===== config.mk =====
export PLATFORM = sky130hd
export DESIGN_NAME = argmax_stream
export DESIGN_NICKNAME = d
export VERILOG_FILES = /design/src/rtl/argmax_stream.sv
export SDC_FILE = /design/constraint.sdc
export NUM_CORES = 1
export LEC_CHECK = 0
export ABC_CLOCK_PERIOD_IN_PS = 4400
export CAP_MARGIN = 0
export CELL_PAD_IN_SITES_DETAIL_PLACEMENT = 2
export CELL_PAD_IN_SITES_GLOBAL_PLACEMENT = 2
export CORE_ASPECT_RATIO = 1.75
export CORE_UTILIZATION = 35
export DETAILED_ROUTE_END_ITERATION = 8
export DONT_BUFFER_PORTS = 1
export GPL_ROUTABILITY_DRIVEN = 0
export HOLD_SLACK_MARGIN = 0.02
export PLACE_DENSITY_LB_ADDON = 0.15
export SLEW_MARGIN = 20
export SYNTH_ARGS = -nofsm -noshare
export SYNTH_HDL_FRONTEND = slang
export SYNTH_SLANG_ARGS = --single-unit

===== constraint.sdc =====
create_clock -name clk -period 4.4 [get_ports clk]
set_input_delay 0.66 -clock clk [delete_from_list [all_inputs] [get_ports clk]]
set_output_delay 0.66 -clock clk [all_outputs]
set_load 0.02 [all_outputs]

===== src/rtl/argmax_stream.sv =====
// -----------------------------------------------------------------------------
// argmax_stream
//
// Streaming arg-max over one frame of sign-magnitude scores. One score per
// cycle arrives on a valid/ready stream. The block tracks the running maximum
// and its class index, then presents the winner on a held valid/ready output.
// It sits between the output-layer MAC/activation stage and the digit display /
// UART result path.
//
// Score format: the MSB is the sign and the DATA_W-1 LSBs are the magnitude.
// Negative zero ({1'b1, 0...}) is the saturation marker SAT. SAT beats every
// other value, and once SAT holds the running maximum that maximum is locked
// for the rest of the frame.
//
// Optional feature (compile-time macro ARGMAX_TOP2_EN):
//   When defined, out_max2/out_index2 carry the runner-up under the same
//   compare rule. When undefined, those ports and registers do not exist.
//
// Parameters:
//   DATA_W       score width, sign + magnitude
//   N_CLASSES    maximum beats per frame (2..256); the frame closes there
//   REVERSE_IDX  1: out_index = N_CLASSES-1-pos, 0: out_index = pos
//
// Ports:
//   clk         system clock, rising edge
//   rst         asynchronous active-high reset
//   in_valid    score beat valid
//   in_ready    block accepts a beat (low in DONE and while in reset)
//   in_data     sign-magnitude score
//   in_last     final beat of frame
//   out_valid   result valid, held until out_ready
//   out_ready   downstream accepts result
//   out_max     winning score
//   out_index   winning class index
//   out_count   number of beats in the frame
//   out_sat     winner is the saturation marker
//   out_short   frame ended by in_last before N_CLASSES beats
//   out_max2    runner-up score          (ARGMAX_TOP2_EN only)
//   out_index2  runner-up class index    (ARGMAX_TOP2_EN only)
// -----------------------------------------------------------------------------
module argmax_stream #(
    parameter int DATA_W      = 16,
    parameter int N_CLASSES   = 10,
    parameter int REVERSE_IDX = 1,
    localparam int IDX_W      = (N_CLASSES > 1) ? $clog2(N_CLASSES) : 1,
    localparam int CNT_W      = $clog2(N_CLASSES + 1)
) (
    input  logic              clk,
    input  logic              rst,
    input  logic              in_valid,
    output logic              in_ready,
    input  logic [DATA_W-1:0] in_data,
    input  logic              in_last,
    output logic              out_valid,
    input  logic              out_ready,
    output logic [DATA_W-1:0] out_max,
    output logic [IDX_W-1:0]  out_index,
    output logic [CNT_W-1:0]  out_count,
    output logic              out_sat,
    output logic              out_short
`ifdef ARGMAX_TOP2_EN
    ,
    output logic [DATA_W-1:0] out_max2,
    output logic [IDX_W-1:0]  out_index2
`endif
);

    localparam logic [DATA_W-1:0] SAT       = {1'b1, {(DATA_W-1){1'b0}}};
    localparam logic [CNT_W-1:0]  CNT_FULL  = CNT_W'(N_CLASSES);
    localparam logic [CNT_W-1:0]  LAST_POS  = CNT_W'(N_CLASSES - 1);

    typedef enum logic [1:0] {
        IDLE  = 2'd0,
        ACCUM = 2'd1,
        DONE  = 2'd2
    } state_t;

    // -------------------------------------------------------------------------
    // Helpers
    // -------------------------------------------------------------------------

    // True when cand strictly beats cur. Equal values return 0, so the
    // earliest element wins ties. A SAT already held in cur is never displaced.
    function automatic logic beats(input logic [DATA_W-1:0] cand,
                                   input logic [DATA_W-1:0] cur);
        logic              cand_neg;
        logic              cur_neg;
        logic [DATA_W-2:0] cand_mag;
        logic [DATA_W-2:0] cur_mag;
        cand_neg = cand[DATA_W-1];
        cur_neg  = cur[DATA_W-1];
        cand_mag = cand[DATA_W-2:0];
        cur_mag  = cur[DATA_W-2:0];
        if (cur == SAT) begin
            beats = 1'b0;
        end else if (cand == SAT) begin
            beats = 1'b1;
        end else if (cand_neg != cur_neg) begin
            beats = cur_neg;                // the positive value wins
        end else if (!cand_neg) begin
            beats = (cand_mag > cur_mag);
        end else begin
            beats = (cand_mag < cur_mag);   // closer to zero is larger
        end
    endfunction

    // Arrival position to reported class index.
    function automatic logic [IDX_W-1:0] map_idx(input logic [CNT_W-1:0] pos);
        logic [CNT_W-1:0] idx_wide;
        if (REVERSE_IDX != 0) begin
            idx_wide = LAST_POS - pos;
        end else begin
            idx_wide = pos;
        end
        map_idx = idx_wide[IDX_W-1:0];
    endfunction

    // -------------------------------------------------------------------------
    // State and datapath registers
    // -------------------------------------------------------------------------
    state_t              state_q;
    state_t              state_d;
    logic                ready_q;
    logic                valid_q;

    logic [DATA_W-1:0]   max_q;
    logic [IDX_W-1:0]    idx_q;
    logic [CNT_W-1:0]    count_q;

    logic [DATA_W-1:0]   res_max_q;
    logic [IDX_W-1:0]    res_idx_q;
    logic [CNT_W-1:0]    res_count_q;
    logic                res_sat_q;
    logic                res_short_q;

    // -------------------------------------------------------------------------
    // Beat-level combinational signals
    // -------------------------------------------------------------------------
    logic                fire;
    logic [CNT_W-1:0]    pos;
    logic [CNT_W-1:0]    count_d;
    logic                frame_end;
    logic [DATA_W-1:0]   max_d;
    logic [IDX_W-1:0]    idx_d;

    // in_ready is a register so that it stays low throughout reset and rises
    // on the first clock after reset is released.
    assign fire      = in_valid && ready_q;
    assign pos       = (state_q == IDLE) ? '0 : count_q;
    assign count_d   = pos + CNT_W'(1);
    // The frame also closes at N_CLASSES, so count never wraps.
    assign frame_end = fire && (in_last || (count_d == CNT_FULL));

    // NOTE: every signal driven in always_comb gets a default first, so no
    // path leaves it unassigned and no latch is inferred.
    always_comb begin
        max_d = max_q;
        idx_d = idx_q;
        if ((state_q == IDLE) || beats(in_data, max_q)) begin
            max_d = in_data;
            idx_d = map_idx(pos);
        end
    end

`ifdef ARGMAX_TOP2_EN
    logic [DATA_W-1:0]   max2_q;
    logic [IDX_W-1:0]    idx2_q;
    logic                has2_q;
    logic [DATA_W-1:0]   max2_d;
    logic [IDX_W-1:0]    idx2_d;
    logic                has2_d;
    logic [DATA_W-1:0]   res_max2_q;
    logic [IDX_W-1:0]    res_idx2_q;

    // Runner-up update. A displaced max moves down. A candidate that loses to
    // max but beats the runner-up takes its place. While max is locked on SAT,
    // beats() still lets a later SAT displace a non-SAT runner-up.
    always_comb begin
        max2_d = max2_q;
        idx2_d = idx2_q;
        has2_d = has2_q;
        if (state_q == IDLE) begin
            max2_d = '0;
            idx2_d = '0;
            has2_d = 1'b0;
        end else if (beats(in_data, max_q)) begin
            max2_d = max_q;
            idx2_d = idx_q;
            has2_d = 1'b1;
        end else if (!has2_q || beats(in_data, max2_q)) begin
            max2_d = in_data;
            idx2_d = map_idx(pos);
            has2_d = 1'b1;
        end
    end

    always_ff @(posedge clk or posedge rst) begin
        if (rst) begin
            max2_q     <= '0;
            idx2_q     <= '0;
            has2_q     <= 1'b0;
            res_max2_q <= '0;
            res_idx2_q <= '0;
        end else begin
            if (fire) begin
                max2_q <= max2_d;
                idx2_q <= idx2_d;
                has2_q <= has2_d;
            end
            if (frame_end) begin
                res_max2_q <= max2_d;
                res_idx2_q <= idx2_d;
            end
        end
    end

    assign out_max2   = res_max2_q;
    assign out_index2 = res_idx2_q;
`endif

    // -------------------------------------------------------------------------
    // Next-state logic
    // -------------------------------------------------------------------------
    always_comb begin
        state_d = state_q;
        case (state_q)
            IDLE: begin
                if (fire) begin
                    state_d = frame_end ? DONE : ACCUM;
                end
            end
            ACCUM: begin
                if (frame_end) begin
                    state_d = DONE;
                end
            end
            DONE: begin
                // No same-cycle bypass: a new frame starts from IDLE.
                if (out_ready) begin
                    state_d = IDLE;
                end
            end
            default: begin
                state_d = IDLE;
            end
        endcase
    end

    // -------------------------------------------------------------------------
    // Sequential state
    // -------------------------------------------------------------------------
    // NOTE: sequential state uses non-blocking assignments so every register
    // samples the pre-edge values regardless of statement order.
    always_ff @(posedge clk or posedge rst) begin
        if (rst) begin
            state_q <= IDLE;
            ready_q <= 1'b0;
            valid_q <= 1'b0;
        end else begin
            state_q <= state_d;
            ready_q <= (state_d != DONE);
            valid_q <= (state_d == DONE);
        end
    end

    always_ff @(posedge clk or posedge rst) begin
        if (rst) begin
            max_q   <= '0;
            idx_q   <= '0;
            count_q <= '0;
        end else if (fire) begin
            max_q   <= max_d;
            idx_q   <= idx_d;
            count_q <= count_d;
        end
    end

    // Result registers are loaded once, on the closing beat, so the outputs
    // stay stable for as long as DONE is held.
    always_ff @(posedge clk or posedge rst) begin
        if (rst) begin
            res_max_q   <= '0;
            res_idx_q   <= '0;
            res_count_q <= '0;
            res_sat_q   <= 1'b0;
            res_short_q <= 1'b0;
        end else if (frame_end) begin
            res_max_q   <= max_d;
            res_idx_q   <= idx_d;
            res_count_q <= count_d;
            res_sat_q   <= (max_d == SAT);
            res_short_q <= in_last && (count_d != CNT_FULL);
        end
    end

    assign in_ready  = ready_q;
    assign out_valid = valid_q;
    assign out_max   = res_max_q;
    assign out_index = res_idx_q;
    assign out_count = res_count_q;
    assign out_sat   = res_sat_q;
    assign out_short = res_short_q;

endmodule


==> qor.yml <==
grt:
  grt_antenna_before_repair: 0
  grt_util_all_layers_pct: 21.5
  gr-total-overflow: 0
  vias_in_the_first_global_route: 2733
  pin_count_of_the_biggest_net_entering_global_routing: 55
  grt_first_pass_wirelength_um: 14700
setup_path:
  worst_ep_arrival_time_ns: 3.62
  timing.critical_path.from_type: "register"
  worst_setup_startpoint: "max_q[14]"
  setup.worst_path.class: "register to register"
  crit_path_max_fanout: 21
  path_cells: "inv_1 -> ha_1 -> nand4_1 -> nor4_1 -> or2_2 -> o31ai_4 -> nor2_8 -> mux2_2 -> o31ai_1"
  r2r-start: "max_q[14]"
  end_kind: "register"
  worst-path-buf-inv: 1
  critical_path.top_delay_family: "simple AND/OR/NAND/NOR gates"
  crit_path_max_incr_delay_ns: 0.78
  crit_path_top_delay_cell: "nor4_1"
  timing.critical_path.required_ns: 4.60
synth:
  synthesized_instance_count: 311
  netlist_area_um2: 3090
  synth_nets: 351
  async_flop_share_pct: 100
  postSynthAreaPerCell_um2: 9.93
  yosysWarningCount: 0
  yosys.cell_types.count: 53
  yosys_register_bits: 54
  ys_top_cells_by_area: "dfrtp_1 44%, ha_1 7.7%, mux2i_1 6.2%, nand2_1 5.8%, mux2_2 5.1%"
  ys_dominant_reg_cell: "dfrtp_1"
  synth_edf_count: 0
  synth.top_cell.area_share_pct: 43.8
  yosysSeqAreaShare_pct: 43.8
  synthDominantAreaCellType: "dfrtp_1"
sta:
  period_needed_ns: 3.43
  rsz0062_at_grt: "false"
  setup_total_negative_slack_ns: 0
  min_period_over_period_pct: 77.9
  finalHoldViolCount: 0
  max_slew.worst_pin.slew_ns: 0.848
  fmax_mhz: 292
  final-setup-viol-count: 0
  timing.max_slew.rel_slack_pct: 43.4
  slew_viol_final: 0
  clock_skew_ns: 0.00688
  layout_setup_ws_ns: 0.974
final_layout:
  n_antenna_cell: 0
  most-common-layout-cells: "54 x dfrtp_1, 48 x nand2_1, 26 x o21ai_0, 21 x inv_1"
  area_growth_pct: 7.42
  final_common_cell: "dfrtp_1"
  finish.net_count: 349
  drive_above_1_share_pct: 11.6
clocking:
  cts.repair_timing.setup_buffer_count: 0
  cts_inserted_buffers: 5
  cts_root_buffer: "clkbuf_16"
  hold_fix_buffer_count_after_cts: 0
  numClockSinks: 54
  htreeDepth: 2
  post_cts_resized: 0
  cts.clk_slew.worst_paths_ns: 0.07
  worst_skew_pair.late_latency_ns: 0.30
  cts.path.max_buffers: 2
  cts_tree: "done"
detailed_routing:
  via_count: 2319
  vias_per_cell: 5.43
  detailedRoute.firstIterationViolations: 111
  detailedRoute.firstPassIterationCount: 4
  detail_route.wirelength_um: 8730
  drc_errors: 0
  final_antenna_net_count: 0
  wl_per_cell_um: 20.5
floorplan:
  rows: 45
  chipHeight_um: 126
  core_area_um2: 8610
  die_w_um: 73.0
  die-area_um2: 9210
  initial_core_util_pct: 35.8
  io_pins: 49
power:
  power_density_nw_per_um2: 608
  seq_power_share_pct: 45.8
  power.share.switching_pct: 41.8
  design_power_total_w: 0.00202
  power.leakage_nw: 1.46
  power.internal_w: 0.00117
  share_clk_of_total_power_pct: 19.6
  combinationalPowerShare_pct: 34.6
  ir_worst_vdd_uv: 282
  power.switching_w: 0.000843
job:
  max_cap_viol_count: 0
placed_design:
  dp_worst_setup_slack_ns: 0.876
  io_buffer_count: 0
  place_hpwl_um: 6630
status:
  status: "completed"
worst_hold_path:
  hp-class: "input pin to asynchronous set/reset pin"
## routing by layer
layer / track usage, % / wire [µm]
met2: 42.6 / 5230
met3: 4.56 / 350
met4: 7.61 / 181
met5: 0 / 0
met1: 20.6 / 2970
## cells in the mapped netlist, drive strengths merged, types with 2 or more instances
cell type and n:
inv 22, nand4 6, a21oi 11, mux2 18, nand3 2, a21boi 2
o31ai 5, or2 3, nand2 48, dfrtp 54, ha 19, and2 3
clkbuf 7, or4 2, nor2 18, buf 4, nor3 3, mux2i 19
o21ai 36, a2bb2oi 2, a31oi 2, o2bb2ai 2, nor4 4
## worst reg2reg max path: stages, from the launching register on
cell	delay [ns]
dfrtp_1	0.44
inv_1	0.07
ha_1	0.34
nand4_1	0.23
nor4_1	0.78
or2_2	0.27
o31ai_4	0.12
nor2_8	0.44
mux2_2	0.43
o31ai_1	0.22
## metrics by stage
step	instances	util, %	cell area [µm²]	hold WS, ns
detailed placement	419	36.8	3170	0.485
floorplan	311	-	3090	0.450
global route	427	38.5	3320	0.492
global placement	419	36.8	3170	0.470
finish	427	38.5	3320	0.441
CTS	427	38.5	3320	0.472
## layout make-up
class	count	area (µm²)
fill	960	5300
sequential	54	1350
clock buffer	5	125
multi-input combinational	224	1570
inverter	22	82.6
timing repair buffer	2	15.0
tap	117	146
clock inverter	3	21.3
## registers in the layout, indices dropped and copies added, names as in the netlist
signal and cells:
idx_q 4, state_q 2, out_max 16, out_short 1
out_index 4, in_ready 1, out_count 4, out_valid 1
count_q 4, out_sat 1, max_q 16
## kinds of logic after synthesis
group | synth area share (%)
flops | 43.8
xor+xnor | 0.568
mux | 12.7
buf+inv | 5.31
compound gates | 14.1
simple gates | 15.8
fa+ha+maj | 7.70
## power groups by stage
| stage | sequential (W) | combinational (W) | clock, W |
|---|---|---|---|
| after detailed placement | 0.000939 | 0.000705 | 0 |
| final | 0.000924 | 0.000697 | 0.000395 |
| after global placement | 0.000935 | 0.000677 | 0 |
| after CTS | 0.000930 | 0.000715 | 0.000414 |
| after floorplan | 0.000871 | 0.000578 | 0 |
| after global routing | 0.000955 | 0.000796 | 0.000438 |
## worst paths after layout
kind | endpoint | slack (ns) | depth (start not counted)
max | out_sat | 0.97 | 9
min | out_count[3] | 0.44 | 2
max reg2reg | out_sat | 0.97 | 9
min reg2reg | count_q[2] | 0.49 | 2
max in group asynchronous | idx_q[0] | 3.48 | 2
min in group clk | count_q[2] | 0.49 | 2
Note: power is estimated with default switching activity, not from simulation.
